**src/rtl/cnn_frame_sequencer.sv**
```systemverilog
// cnn_frame_sequencer: streams one frame from the pixel buffer into the CNN core,
// then waits for its decision (or a timeout) and reports result and latency.
module cnn_frame_sequencer #(
  parameter int IMG_PIXELS     = 784,
  parameter int ADDR_W         = 10,
  parameter int TIMEOUT_CYCLES = 6250
) (
  input  logic              clk,
  input  logic              rst,
  input  logic              start,
  output logic [ADDR_W-1:0] pix_addr,
  input  logic [7:0]        pix_rdata,
  output logic [7:0]        core_data_in,
  output logic              core_data_valid,
  input  logic [3:0]        core_decision,
  input  logic              core_out_valid,
  output logic              busy,
  output logic [3:0]        result,
  output logic              result_valid,
  output logic [15:0]       latency_cycles,
  output logic              timeout_err
);

  localparam int TW = (TIMEOUT_CYCLES < 2) ? 1 : $clog2(TIMEOUT_CYCLES + 1);
  localparam logic [ADDR_W-1:0] LAST_PIX = ADDR_W'(IMG_PIXELS - 1);
  localparam logic [TW-1:0]     LAST_WT  = TW'(TIMEOUT_CYCLES - 1);

  typedef enum logic [1:0] {
    S_IDLE,
    S_FEED,
    S_WAIT,
    S_DONE
  } state_t;

  state_t            state;
  state_t            nxt;
  logic              issue;
  logic              rd_vld;
  logic [ADDR_W-1:0] beat_cnt;
  logic [15:0]       lat_cnt;
  logic [TW-1:0]     wait_cnt;
  logic              go;
  logic              cap;
  logic              expire;

  assign go     = (state == S_IDLE) && start;
  assign cap    = (state == S_WAIT) && core_out_valid;
  assign expire = (state == S_WAIT) && !core_out_valid
                  && (wait_cnt == LAST_WT);
  assign busy   = (state != S_IDLE);

  // State register.
  always_ff @(posedge clk) begin
    if (rst) state <= S_IDLE;
    else     state <= nxt;
  end

  // Next-state logic; a decision in the expiry cycle takes priority.
  always_comb begin
    nxt = state;
    unique case (state)
      S_IDLE: if (start) nxt = S_FEED;
      S_FEED: if (core_data_valid && beat_cnt == LAST_PIX) nxt = S_WAIT;
      S_WAIT: begin
        if (core_out_valid)          nxt = S_DONE;
        else if (wait_cnt == LAST_WT) nxt = S_IDLE;
      end
      S_DONE: nxt = S_IDLE;
      default: nxt = S_IDLE;
    endcase
  end

  // Address issue, two-stage read pipeline and beat counting.
  always_ff @(posedge clk) begin
    if (rst) begin
      pix_addr        <= '0;
      issue           <= 1'b0;
      rd_vld          <= 1'b0;
      core_data_valid <= 1'b0;
      core_data_in    <= '0;
      beat_cnt        <= '0;
    end else begin
      if (go) begin
        pix_addr <= '0;
        issue    <= 1'b1;
      end else if (issue) begin
        if (pix_addr == LAST_PIX) issue    <= 1'b0;
        else                      pix_addr <= pix_addr + 1'b1;
      end
      rd_vld          <= issue;
      core_data_valid <= rd_vld;
      core_data_in    <= rd_vld ? pix_rdata : 8'h00;
      if (go)                   beat_cnt <= '0;
      else if (core_data_valid) beat_cnt <= beat_cnt + 1'b1;
    end
  end

  // Latency and WAIT-timeout counters.
  always_ff @(posedge clk) begin
    if (rst) begin
      lat_cnt  <= '0;
      wait_cnt <= '0;
    end else begin
      if (go)
        lat_cnt <= '0;
      else if ((core_data_valid || state == S_WAIT) && lat_cnt != 16'hFFFF)
        lat_cnt <= lat_cnt + 16'd1;
      if (state == S_WAIT && nxt == S_WAIT) wait_cnt <= wait_cnt + 1'b1;
      else                                  wait_cnt <= '0;
    end
  end

  // Result capture and sticky timeout flag.
  always_ff @(posedge clk) begin
    if (rst) begin
      result         <= '0;
      result_valid   <= 1'b0;
      latency_cycles <= '0;
      timeout_err    <= 1'b0;
    end else begin
      result_valid <= cap;
      if (cap) begin
        result         <= core_decision;
        latency_cycles <= lat_cnt;
      end
      if (go)          timeout_err <= 1'b0;
      else if (expire) timeout_err <= 1'b1;
    end
  end

endmodule

```
**config.mk**
```make
export PLATFORM = sky130hd
export DESIGN_NAME = cnn_frame_sequencer
export DESIGN_NICKNAME = d
export VERILOG_FILES = /design/src/rtl/cnn_frame_sequencer.sv
export SDC_FILE = /design/constraint.sdc
export NUM_CORES = 1
export LEC_CHECK = 0
export BUFFER_PORTS_ARGS = -buffer_cell sky130_fd_sc_hd__buf_2
export CAP_MARGIN = 20
export CORE_ASPECT_RATIO = 0.75
export CORE_UTILIZATION = 45
export CTS_CLUSTER_DIAMETER = 80
export DETAILED_ROUTE_END_ITERATION = 8
export PLACE_DENSITY = 0.73
export SYNTH_ARGS = -nofsm -noshare
export SYNTH_HDL_FRONTEND = slang
export SYNTH_SLANG_ARGS = --single-unit
```
**constraint.sdc**
```tcl
create_clock -name clk -period 1.8 [get_ports clk]
set_input_delay 0.27 -clock clk [delete_from_list [all_inputs] [get_ports clk]]
set_output_delay 0.27 -clock clk [all_outputs]
set_load 0.1 [all_outputs]
```
* After elaboration in Yosys (flattened, before gate mapping)
Index checks and enable logic that the tools add are counted.
** Word-level totals
- Register bits after elaboration :: 84
- Latch bits :: 0
- Bits in writable memories :: 0
- Bits in read-only memories :: 0
- Input bits :: 16
- Output and inout bits :: 42
- Memories kept :: 0
** Cells by class
- $add $sub $neg :: 4
- Multiply operators :: 0
- Divide/modulo/power cells :: 0
- Magnitude comparators :: 0
- Equal/unequal tests :: 8
- Shifts and indexed selects :: 0
- Muxes and demuxes :: 8
- Bitwise logic cells :: 3
- Reductions and logical operators :: 15
** Operator list (number)
- 10-bit by 1-bit adder with 10-bit output (second input constant) :: 2
- 10-bit equality test (second input constant) :: 2
- 16-bit by 1-bit adder with 16-bit output (second input constant) :: 1
- 16-bit != test (second input constant) :: 1
- 13-bit by 1-bit adder with 13-bit output (second input constant) :: 1
- 13-bit equality test (second input constant) :: 1
- 2-bit 2-to-1 mux :: 4
- 2-bit case mux with 4 select lines :: 1
- 1-bit logical AND :: 7
- 2-bit equality test (second input constant) :: 3
- 2-bit OR reduction :: 3
- 1-bit 2-to-1 mux :: 3
- 1-bit NOT :: 3
- 2-bit by 1-bit equality test with 1-bit output (second input constant) :: 1
- 2-bit zero test :: 1
- 2-bit AND reduction :: 1
- 2-bit nonzero test :: 1
- 1-bit zero test :: 1
- 1-bit logical OR :: 1

* Longest topological paths before layout
Gate-level depths: netlist of the first run.
- Word-level depth :: 8
- Mapped depth :: 7
- Gate-level depth less buffers :: 6

* Least setup slack after synthesis of the first run
Ideal clock, no wire load.
- Kind :: reg2reg
- From :: register pix_addr[3]
- To :: register pix_addr[9]
- Setup time :: 62 ps
- Arrival :: 2086 ps
- Path slack :: -348 ps
- Stages on the path, launching flop included :: 5
- Buffers on the path :: 0
- Clock period less this slack :: 2148 ps
- Path through :: dfxtp_1 -> and4_1 -> nand3_1 -> or4_1 -> nand2_1
** Between the ends
- Word-level cells in the longest chain between the ends :: 3
** RTL lines
- start: declaration :: line 11 : output logic [ADDR_W-1:0] pix_addr,
- start signal: assignment :: line 88 : else pix_addr <= pix_addr + 1'b1;
- branches (longest 3 deep; another with 10-bit by 1-bit adder with 10-bit output)
Several ways; the timed one is not identified.
A chain may end at the register's enable or synchronous reset.

* Final worst setup path of the first run
- From :: register wait_cnt[1]
- To :: register wait_cnt[12]
** Between the ends
- Word-level cells in the longest chain between the ends :: 8
** RTL lines
- start: declaration :: line 41 : logic [TW-1:0] wait_cnt;
- start signal: assignment :: line 108 : if (state == S_WAIT && nxt == S_WAIT) wait_cnt <= wait_cnt + 1'b1;
- 13-bit equality test :: line 66 : else if (wait_cnt == LAST_WT) nxt = S_IDLE;
- 2-bit 2-to-1 mux :: line 66
- 2-bit 2-to-1 mux :: line 65 : if (core_out_valid) nxt = S_DONE;
- 2-bit case mux with 4 select lines :: line 61 : unique case (state)
- 2-bit equality test :: line 108
- 1-bit logical AND :: line 108
- 1-bit NOT (no line)
- 2-bit OR reduction (no line)
Several ways; a longest one is shown, not always the timed one.

==> summary.md, run 1 <==
| Metric | Value |
|---|---|
| CP arrival | `around 2100 ps` |
| Clk slew on worst S/H paths | `90 ps` |
| FF-to-FF setup slack | `20 ps` |
| Hold_sp | `pix_rdata[4]` |
| Synth Register Bits | `84` |
| Post-Syn Instances | `392` |
| Via density | `5.26` |
| Hold buffer count at CTS | `0` |
| Register area share after synthesis | `0.486` |
| Post-Route WL | `7510 microns` |
| # setup viols final | `0` |
| Die width | `roughly 100 microns` |
| Max cap viols | `0` |
| Nets@finish | `483` |
| Die H | `78.0 microns` |
| Setup crit end kind | `register` |
| Commonest non-fill, non-tap cells in the layout | `dfxtp_1, buf_2, nand2_1, a21oi_1, nor2_1` |
| Final WS setup | `17.5 ps` |
| Period minus WS final | `1780 ps` |
| Core box area | `roughly 7400 sq um` |
| Antenna Nets Post-Route | `0` |
| Final Hold Fails | `0` |
| Rel. slew slack | `0.668` |
| F_max | `561 MHz` |
| Clock power share | `0.416` |
| Initial Util | `0.468` |
| Syn Std Cell Area | `3460 sq um` |
| GRT Overall Usage | `0.196` |
| Status | `finished clean` |
| Async SR Flop Fraction | `0` |
| Post-synth EDFFs | `0` |
| Slowest library cell on the worst path | `or4_2` |
| Pwr/cell area | `833 nW/um^2` |
| Initial antenna violation count | `0` |
| Grt met2 use | `0.313` |
| Highest net fanout along the worst path | `6` |
| Via count | `around 3000` |
| Setup TNS | `0 ps` |
| H-tree level count | `3` |
| # DRC | `0` |
| Sw Share | `0.231` |
| Syn_nets | `between 400 and 500` |
| Switching pwr | `0.813 mW` |
| HP Class | `primary input to register` |
| Global routing met1 resource utilization | `0.252` |
| # diodes | `0` |
| Internal power | `~2.7 mW` |
| CTS Buffer Depth | `2` |
| CTS root buffer | `clkbuf_8` |
| GRT Max-Usage Layer | `met2` |
| Die area | `8050 sq um` |
| Number of port buffers | `57` |
| Final period util | `0.990` |
| Reg2reg start | `wait_cnt[1]` |
| Pleak | `approximately 1.6 nW` |
| Global route overflow | `0` |
| Largest net degree at the start of global routing | `25` |
| Wire length per cell | `around 13 microns` |
| Detailed Routing Iterations Pass 1 | `4` |
| Reg2reg end | `wait_cnt[12]` |
| Site Rows | `27` |
| Place WS | `about 77 ps` |
| Startpoint types | `register` |
| Critical-path cell list | `inv_2, ha_4, or4b_4, nor4_4, or4_2, nor2_1` |
| RSZ-0062 raised after global routing | `yes` |
| Ys flop type | `dfxtp_1` |
| Layout cells sized above 1 | `0.257` |
| Skew final | `between 9 and 10 ps` |
| VDD IR-drop max | `0.511 mV` |
| Clock Sinks | `84` |
| Commonest non-fill, non-tap cell in the layout | `dfxtp_1` |
| Worst Tran Pin Value | `502 ps` |
| WP data required | `roughly 2100 ps` |
| Logic gate share of total power | `0.049` |
| Worst setup path class | `register to register` |
| Vias in the first global route | `around 2800` |
| Hold Crit Depth | `2` |
| Cell variety after synth | `51` |
| First-pass GRT wire length | `12400 microns` |
| YS warnings | `0` |
| Clock Latency Late Sink | `~350 ps` |
| Min-Delay Endpoint | `core_data_in[4]` |
| Seq pwr share | `0.535` |
| Max incr delay on CP | `770 ps` |
| R2R cell count | `6` |
| DR iter-0 viols | `126` |
| TritonCTS Buffers | `9` |
| Avg Inst Size Synth | `8.83 sq um` |
| Post-DP HPWL | `a little over 5000 microns` |
| CTS tree | `done` |
| RePlAce Congestion | `around 0.80` |
| Io pins | `just under 60` |
| M3 GR Usage | `0.0586` |
| Area grow syn2layout | `21.9%` |
| Pins Over Slew Limit | `0` |
==> layer usage <==
layer	vias up	routed length, microns	part of all wire
met4	0	85	0.011
met3	8	376	0.050
met2	67	3440	0.46
met5	-	0	0
li1	1524	-	-
met1	1391	3600	0.48
==> worst max path at each step <==
| stage | end | depth (start not counted) | slack (ps) | startpoint |
|---|---|---|---|---|
| 4_1_cts | wait_cnt[8] | 6 | 50 | wait_cnt[1] |
| 3_3_place_gp | wait_cnt[12] | 6 | 140 | wait_cnt[1] |
| 2_1_floorplan | pix_addr[9] | 3 | -100 | pix_addr[6] |
| 6_report | wait_cnt[12] | 6 | 20 | wait_cnt[1] |
| 5_1_grt | wait_cnt[8] | 6 | -60 | wait_cnt[1] |
| 3_5_place_dp | wait_cnt[9] | 6 | 80 | wait_cnt[1] |
==> critical path: cells and delay by family (launching register included) <==
family,cells,cell delay (ps)
AND/OR/NAND/NOR,4,1160
flip-flops,1,360
adder cells (fa/ha/maj),1,140
buffers and inverters,1,50
==> what timing repair did <==
item | 4_1_cts | 5_1_grt
resized for setup | 0 | 13
setup buffers | 0 | 1
setup endpoints to repair | 0 | 17
==> registers in the layout, indices dropped and copies added, names as in the netlist, 2 cells and up <==
name / count
lat_cnt: 16
pix_addr: 10
state: 2
beat_cnt: 10
wait_cnt: 13
core_data_in: 8
result: 4
latency_cycles: 16
==> stage by stage <==
stage	area (sq um)	total power, mW	utilization	hold WS [ps]	std cells
floorplan	3480	2.03	-	392	392
global placement	3950	2.09	0.534	439	550
detailed placement	3950	2.09	0.534	445	550
CTS	4170	3.55	0.564	104	566
global route	4220	3.63	0.570	105	568
finish	4220	3.51	0.570	113	568
==> cells in the mapped netlist, types with 4 or more instances <==
master    number  share of area
nor4_1         4         0.0072
nand4_1        8          0.014
or3_1          8          0.014
and4_1         6          0.015
ha_1           5          0.018
nor3_1         7          0.010
o21ai_0        8          0.012
nand3_1       15          0.022
nor2_1        39          0.042
nand2_1       55          0.060
clkbuf_1      13          0.014
inv_1         10          0.011
or4_1          6          0.013
dfxtp_1       84           0.49
xnor2_1       12          0.030
o31ai_1        5          0.011
and2_1        10          0.018
xor2_1        12          0.030
a21oi_1       36          0.052
nor2b_1        4         0.0072
==> cell type report <==
cell class	instances	area (sq um)
fillers	658	3180
multi-input cells	283	1720
flip-flops and latches	84	1700
repair buffers	74	425
clock buffers	10	128
well taps	101	126
clock inverters	6	88.8
inverters	10	37.5
==> cells by family after synthesis <==
logic type	after synthesis	share of synthesized area
flip-flops	84	0.486
buffers and inverters	26	0.0318
multiplexers	2	0.00578
XOR/XNOR	24	0.0607
AND/OR/NAND/NOR	179	0.269
adder cells (fa/ha/maj)	5	0.0181
AO/OA/AOI/OAI	72	0.129
==> power groups by stage <==
stage / Sequential (mW) / Combinational (mW) / Clock [mW]
floorplan: 1.97 / 0.0669 / 0
global placement: 1.92 / 0.169 / 0
detailed placement: 1.92 / 0.171 / 0
CTS: 1.88 / 0.172 / 1.50
global route: 1.88 / 0.182 / 1.57
finish: 1.88 / 0.173 / 1.46
Power figures use the tool's default switching activity.
==> run 2, diff against run 1 <==
--- a/config.mk
+++ b/config.mk
@@ -8,10 +8,10 @@
 export BUFFER_PORTS_ARGS = -buffer_cell sky130_fd_sc_hd__buf_2
 export CAP_MARGIN = 20
 export CORE_ASPECT_RATIO = 0.75
-export CORE_UTILIZATION = 45
+export CORE_UTILIZATION = 50
 export CTS_CLUSTER_DIAMETER = 80
 export DETAILED_ROUTE_END_ITERATION = 8
-export PLACE_DENSITY = 0.73
+export PLACE_DENSITY = 0.79
 export SYNTH_ARGS = -nofsm -noshare
 export SYNTH_HDL_FRONTEND = slang
 export SYNTH_SLANG_ARGS = --single-unit
==> summary.md, run 2 (synthesis gave the netlist of run 1 again) <==
| Metric | Value |
|---|---|
| Post-Route WL | `7500 microns (about the same)` |
| Global route overflow | `0 (unchanged)` |
| VDD IR-drop max | `0.370 mV (-28%)` |
| Io pins | `58 (unchanged)` |
| Seq. cell area | `1700 sq um (+0.15%)` |
| Failing checks | `DRC` |
| Die width | `98.1 microns (-5.0%)` |
| Setup crit end kind | `register` |
| Vias in the first global route | `2632 (-5.6%)` |
| F_max | `566 MHz (+0.87%)` |
| Pins Over Slew Limit | `0 (unchanged)` |
| First-pass GRT wire length | `11900 microns (-4.0%)` |
| Antenna Nets Post-Route | `0 (unchanged)` |
| Multi-input logic area | `1720 sq um (+0.36%)` |
| Via density | `5.56 (+5.6%)` |
| Via count | `3053 (+2.1%)` |
| Rel. slew slack | `0.657 (-0.0106)` |
| Hold_sp | `pix_rdata[7]` |
| TritonCTS Buffers | `9 (unchanged)` |
| HP Class | `primary input to register` |
| CTS tree | `done` |
| H-tree level count | `3 (unchanged)` |
| Pleak | `1.57 nW (-0.63%)` |
| Final Hold Fails | `0 (unchanged)` |
| Die H | `74.1 microns (-5.0%)` |
| R2R cell count | `6 (unchanged)` |
| Period minus WS final | `1770 ps (-15.4 ps)` |
| RSZ-0062 raised after global routing | `yes` |
| DR iter-0 viols | `110 (-13%)` |
| Area post-placement | `3930 sq um (-0.63%)` |
| Wire length per cell | `13.7 microns (+3.4%)` |
| Worst setup path class | `register to register` |
| Core box area | `6510 sq um (-12%)` |
| Detailed Routing Iterations Pass 1 | `7 (+3)` |
| Clock Latency Late Sink | `350 ps (about the same)` |
| CTS Buffer Depth | `2 (unchanged)` |
| Initial Util | `0.532 (+0.0642)` |
| # DRC | `5 (+5)` |
| Place WS | `54.9 ps (-22.6 ps)` |
| Final period util | `0.982 (-0.00854)` |
| Status | `complete, but fails checks` |
| FF-to-FF setup slack | `30 ps (+20 ps)` |
| Fillcell total | `553 (-16%)` |
| RePlAce Congestion | `0.862 (+8.2%)` |
| WP data required | `2040 ps (-60 ps)` |
| Worst Tran Pin Value | `511 ps (+9.01 ps)` |
| Area grow syn2layout | `20.8%` |
| Number of port buffers | `57 (unchanged)` |
| # setup viols final | `0 (unchanged)` |
| # diodes | `0 (unchanged)` |
| CTS root buffer | `clkbuf_8` |
| Nets@finish | `484 (+0.21%)` |
| Largest net degree at the start of global routing | `27 (+8.0%)` |
| Initial antenna violation count | `0 (unchanged)` |
| Startpoint types | `register` |
| Design Area, Final | `4180 sq um (-0.89%)` |
| Layout cells sized above 1 | `0.259 (+0.00159)` |
| Commonest non-fill, non-tap cells in the layout | `dfxtp_1, buf_2, nand2_1, a21oi_1, nor2_1` |
| Clk slew on worst S/H paths | `80 ps (about the same)` |
| Min-Delay Endpoint | `core_data_in[7]` |
| Commonest non-fill, non-tap cell in the layout | `dfxtp_1` |
| CP arrival | `2010 ps (-70 ps)` |
| Clock Sinks | `84 (unchanged)` |
| Max cap viols | `0 (unchanged)` |
| Highest net fanout along the worst path | `7 (+1)` |
| Reg2reg end | `wait_cnt[11]` |
| Post-DP HPWL | `5180 microns (+0.72%)` |
| GRT Overall Usage | `0.206 (+0.0107)` |
| Die area | `7260 sq um (-9.8%)` |
| Hold Crit Depth | `2 (unchanged)` |
| Largest regs | `lat_cnt x16, latency_cycles x16, wait_cnt x13` |
| Hold_ws | `121 ps (+8.67 ps)` |
| Skew final | `6.84 ps (-2.47 ps)` |
| Final core occ | `0.643 (+0.0724)` |
| Site Rows | `25 (-7.4%)` |
| Pwr/cell area | `796 nW/um^2 (-4.4%)` |
| Final WS setup | `32.8 ps (+15.4 ps)` |
| Reg2reg start | `wait_cnt[1]` |
-- run 2: changes by cell type in the layout (fill, tap and decap cells not counted), sizes merged --
cell | previous run | this run
clkinv | 2 | 1
bufinv | 2 | 1
buf | 74 | 75
clkbuf | 10 | 12
-- run 2: what timing repair did --
item | in CTS | in global routing
buffers inserted | 0 | 2
gates resized for setup | 0 | 17
endpoints found under the setup margin | 0 | 15
hold buffers | 0 | 0
-- run 2: worst max path at each step --
| stage | from | to | slack, ps | cells after the start |
|---|---|---|---|---|
| final | wait_cnt[1] | wait_cnt[11] | 30 | 6 |
| after global routing | wait_cnt[1] | wait_cnt[1] | -30 | 6 |
| after CTS | wait_cnt[1] | wait_cnt[2] | 40 | 6 |
| after detailed placement | wait_cnt[1] | wait_cnt[11] | 50 | 6 |
| after global placement | wait_cnt[1] | wait_cnt[5] | 140 | 6 |
| after floorplan | pix_addr[6] | pix_addr[9] | -100 | 3 |
-- run 2: layer usage --
layer  wire length (microns)  share of wire  vias to the layer above  track usage
met1                    3520           0.47                     1428        0.263
met2                    3500           0.47                       87        0.336
met3                     436          0.058                        4       0.0695
li1                        -              -                     1534            -
met5                       0              0                        -            0
met4                      46         0.0061                        0       0.0623
-- run 2: worst max-delay path, cell delays in order, from the launching register on --
cell     delay, ps
dfxtp_4        370
inv_4           60
ha_4           100
or4b_4         460
nor4_4         350
or4_4          280
nor2_2          40
-- run 2: where the power goes --
part           total, mW  leakage [nW]  internal (mW)  switching, mW
clock network       1.28        0.0866          0.641          0.638
logic              0.171         0.801         0.0514          0.120
registers           1.88         0.684           1.87         0.0108
total               3.33          1.57           2.56          0.769
-- run 2: through the flow --
stage / TNS [ps] / power [mW] / std cells
6_report: 0 / 3.33 / 549
5_1_grt: -186 / 3.45 / 549
4_1_cts: 0 / 3.37 / 546
3_5_place_dp: 0 / 2.09 / 530
3_3_place_gp: 0 / 2.09 / 530
2_1_floorplan: -99.4 / 2.03 / 392
-- run 2: area by class of cell --
cell class / count / area share
clock buffers: 12 / 0.0323
clock inverters: 4 / 0.0120
inverters: 10 / 0.00958
multi-input cells: 283 / 0.412
flip-flops and latches: 84 / 0.407
well taps: 81 / 0.0242
repair buffers: 75 / 0.104
==> run 3, diff against run 2 <==
--- a/config.mk
+++ b/config.mk
@@ -11,6 +11,7 @@
 export CORE_UTILIZATION = 50
 export CTS_CLUSTER_DIAMETER = 80
 export DETAILED_ROUTE_END_ITERATION = 8
+export MAX_ROUTING_LAYER = met4
 export PLACE_DENSITY = 0.79
 export SYNTH_ARGS = -nofsm -noshare
 export SYNTH_HDL_FRONTEND = slang
==> summary.md, run 3 (synthesis gave the netlist of run 1 again) <==
| Metric | Value |
|---|---|
| Worst Tran Pin Value | `499 ps (-12.5 ps)` |
| # diodes | `0 (unchanged)` |
| Worst setup path class | `register to register` |
| Worst Setup EP | `wait_cnt[1]` |
| DR iter-0 viols | `103 (-6.4%)` |
| CTS tree | `done` |
| # setup viols final | `0 (unchanged)` |
| Final Hold Fails | `0 (unchanged)` |
| Crit path launch | `wait_cnt[1]` |
| Commonest non-fill, non-tap cell in the layout | `dfxtp_1` |
| Failing checks | `DRC` |
| Vias in the first global route | `2638 (+0.23%)` |
| First-pass GRT wire length | `11900 microns (+0.11%)` |
| F_max | `565 MHz (-0.15%)` |
| Slowest library cell on the worst path | `or4b_4` |
| Pwr/cell area | `796 nW/um^2 (about the same)` |
| Via density | `5.53 (-0.56%)` |
| Die width | `98.1 microns (unchanged)` |
| Wire length per cell | `13.7 microns (+0.28%)` |
| Nets@finish | `484 (unchanged)` |
| GRT Overall Usage | `0.213 (+0.00713)` |
| Die area | `7260 sq um (unchanged)` |
| Worst path depth | `6 (unchanged)` |
| # DRC | `5 (unchanged)` |
| Post-DP HPWL | `5180 microns (unchanged)` |
| Die H | `74.1 microns (unchanged)` |
| Clock Sinks | `84 (unchanged)` |
| Area grow syn2layout | `20.8% (unchanged)` |
| Final core occ | `0.643 (unchanged)` |
| Commonest non-fill, non-tap cells in the layout | `dfxtp_1, buf_2, nand2_1, a21oi_1, nor2_1` |
| Post-Route WL | `7520 microns (+0.28%)` |
| R2R cell count | `6 (unchanged)` |
| Period minus WS final | `1770 ps (+2.59 ps)` |
| Antenna Nets Post-Route | `0 (unchanged)` |
| Max incr delay on CP | `460 ps (about the same)` |
| Clk slew on worst S/H paths | `80 ps (about the same)` |
| Fillcell total | `553 (unchanged)` |
| Site Rows | `25 (unchanged)` |
| Place WS | `54.9 ps (unchanged)` |
| Skew final | `5.73 ps (-1.10 ps)` |
| Critical-path cell list | `inv_4, ha_4, or4b_4, nor4_4, or4_4, nor2_2` |
| Reg2reg start | `wait_cnt[1]` |
| RePlAce Congestion | `0.876 (+1.6%)` |
| Number of port buffers | `57 (unchanged)` |
| Largest net degree at the start of global routing | `27 (unchanged)` |
| Final WS setup | `30.2 ps (-2.59 ps)` |
| Core box area | `6510 sq um (unchanged)` |
| Startpoint types | `register` |
| Io pins | `58 (unchanged)` |
| RSZ-0062 raised after global routing | `yes` |
| Bufs and invs on worst path | `1 (unchanged)` |
| Global route overflow | `0 (unchanged)` |
| WP data required | `2050 ps (about the same)` |
| TritonCTS Buffers | `9 (unchanged)` |
| Final period util | `0.983 (+0.00144)` |
| HP Class | `primary input to register` |
| Setup crit end kind | `register` |
| Delay-heaviest family, CP | `simple AND/OR/NAND/NOR gates` |
| Seq. cell area | `1700 sq um (unchanged)` |
| Initial antenna violation count | `0 (unchanged)` |
| FF-to-FF setup slack | `30 ps (about the same)` |
| Detailed Routing Iterations Pass 1 | `7 (unchanged)` |
| Highest net fanout along the worst path | `7 (unchanged)` |
| Via count | `3036 (-0.56%)` |
| CTS Buffer Depth | `2 (unchanged)` |
| CP arrival | `2020 ps (about the same)` |
| Pins Over Slew Limit | `0 (unchanged)` |
| Status | `complete, but fails checks` |
| Pleak | `1.57 nW (unchanged)` |
| Multi-input logic area | `1720 sq um (unchanged)` |
| Clock Latency Late Sink | `350 ps (about the same)` |
| Max cap viols | `0 (unchanged)` |
| Initial Util | `0.532 (unchanged)` |
| VDD IR-drop max | `0.373 mV (+0.71%)` |
| CTS root buffer | `clkbuf_8` |
| Largest regs | `lat_cnt x16, latency_cycles x16, wait_cnt x13` |
| Rel. slew slack | `0.665 (+0.00838)` |
| Reg2reg end | `wait_cnt[1]` |
| H-tree level count | `3 (unchanged)` |
| Layout cells sized above 1 | `0.259 (unchanged)` |
run 3: cell counts in the layout (fill, tap and decap cells not counted):
No cell type changed its count.
run 3: timing repair:
item | CTS | global route
hold endpoints to repair | 0 | 0
gates resized for setup | 0 | 17
endpoints found under the setup margin | 0 | 15
hold buffers | 0 | 0
buffers inserted | 0 | 2
run 3: worst reg2reg max path, stage by stage, from the launching register on:
cell and delay [ps]:
dfxtp_4 370, inv_4 60, ha_4 100, or4b_4 460, nor4_4 350, or4_4 280, nor2_2 50
run 3: layer usage:
metal	vias up	track usage	share of wire
li1	1534	-	-
met4	0	0.0623	0.0089
met5	-	-	0
met3	7	0.0686	0.061
met1	1401	0.264	0.47
met2	94	0.336	0.46
run 3: final cells by class:
type	count	area share
multi-input combinational	283	0.412
sequential	84	0.407
timing repair buffer	75	0.104
clock buffer	12	0.0323
tap	81	0.0242
clock inverter	4	0.0120
inverter	10	0.00958
run 3: metrics by stage:
step | setup TNS [ps] | hold WS, ps | instances | total power [mW] | cell area, sq um
after detailed placement | 0 | 443 | 530 | 2.09 | 3930
after global routing | -186 | 104 | 549 | 3.45 | 4180
after floorplan | -99.4 | 392 | 392 | 2.03 | 3480
after CTS | 0 | 104 | 546 | 3.37 | 4110
after global placement | 0 | 438 | 530 | 2.09 | 3930
final | 0 | 118 | 549 | 3.33 | 4180
run 3: power breakdown:
group          switching [mW]  total (mW)  internal (mW)
logic                   0.120       0.172         0.0514
clock network           0.639        1.28          0.641
registers              0.0108        1.88           1.87
run 3: how the worst min path moves through the flow:
stage                             startpoint                  to  cells after the start
after floorplan                 pix_rdata[0]     core_data_in[0]                      1
after global placement     latency_cycles[2]   latency_cycles[2]                      2
after detailed placement  latency_cycles[14]  latency_cycles[14]                      2
after CTS                       pix_rdata[7]     core_data_in[7]                      2
after global routing            pix_rdata[0]     core_data_in[0]                      2
final                           pix_rdata[7]     core_data_in[7]                      2
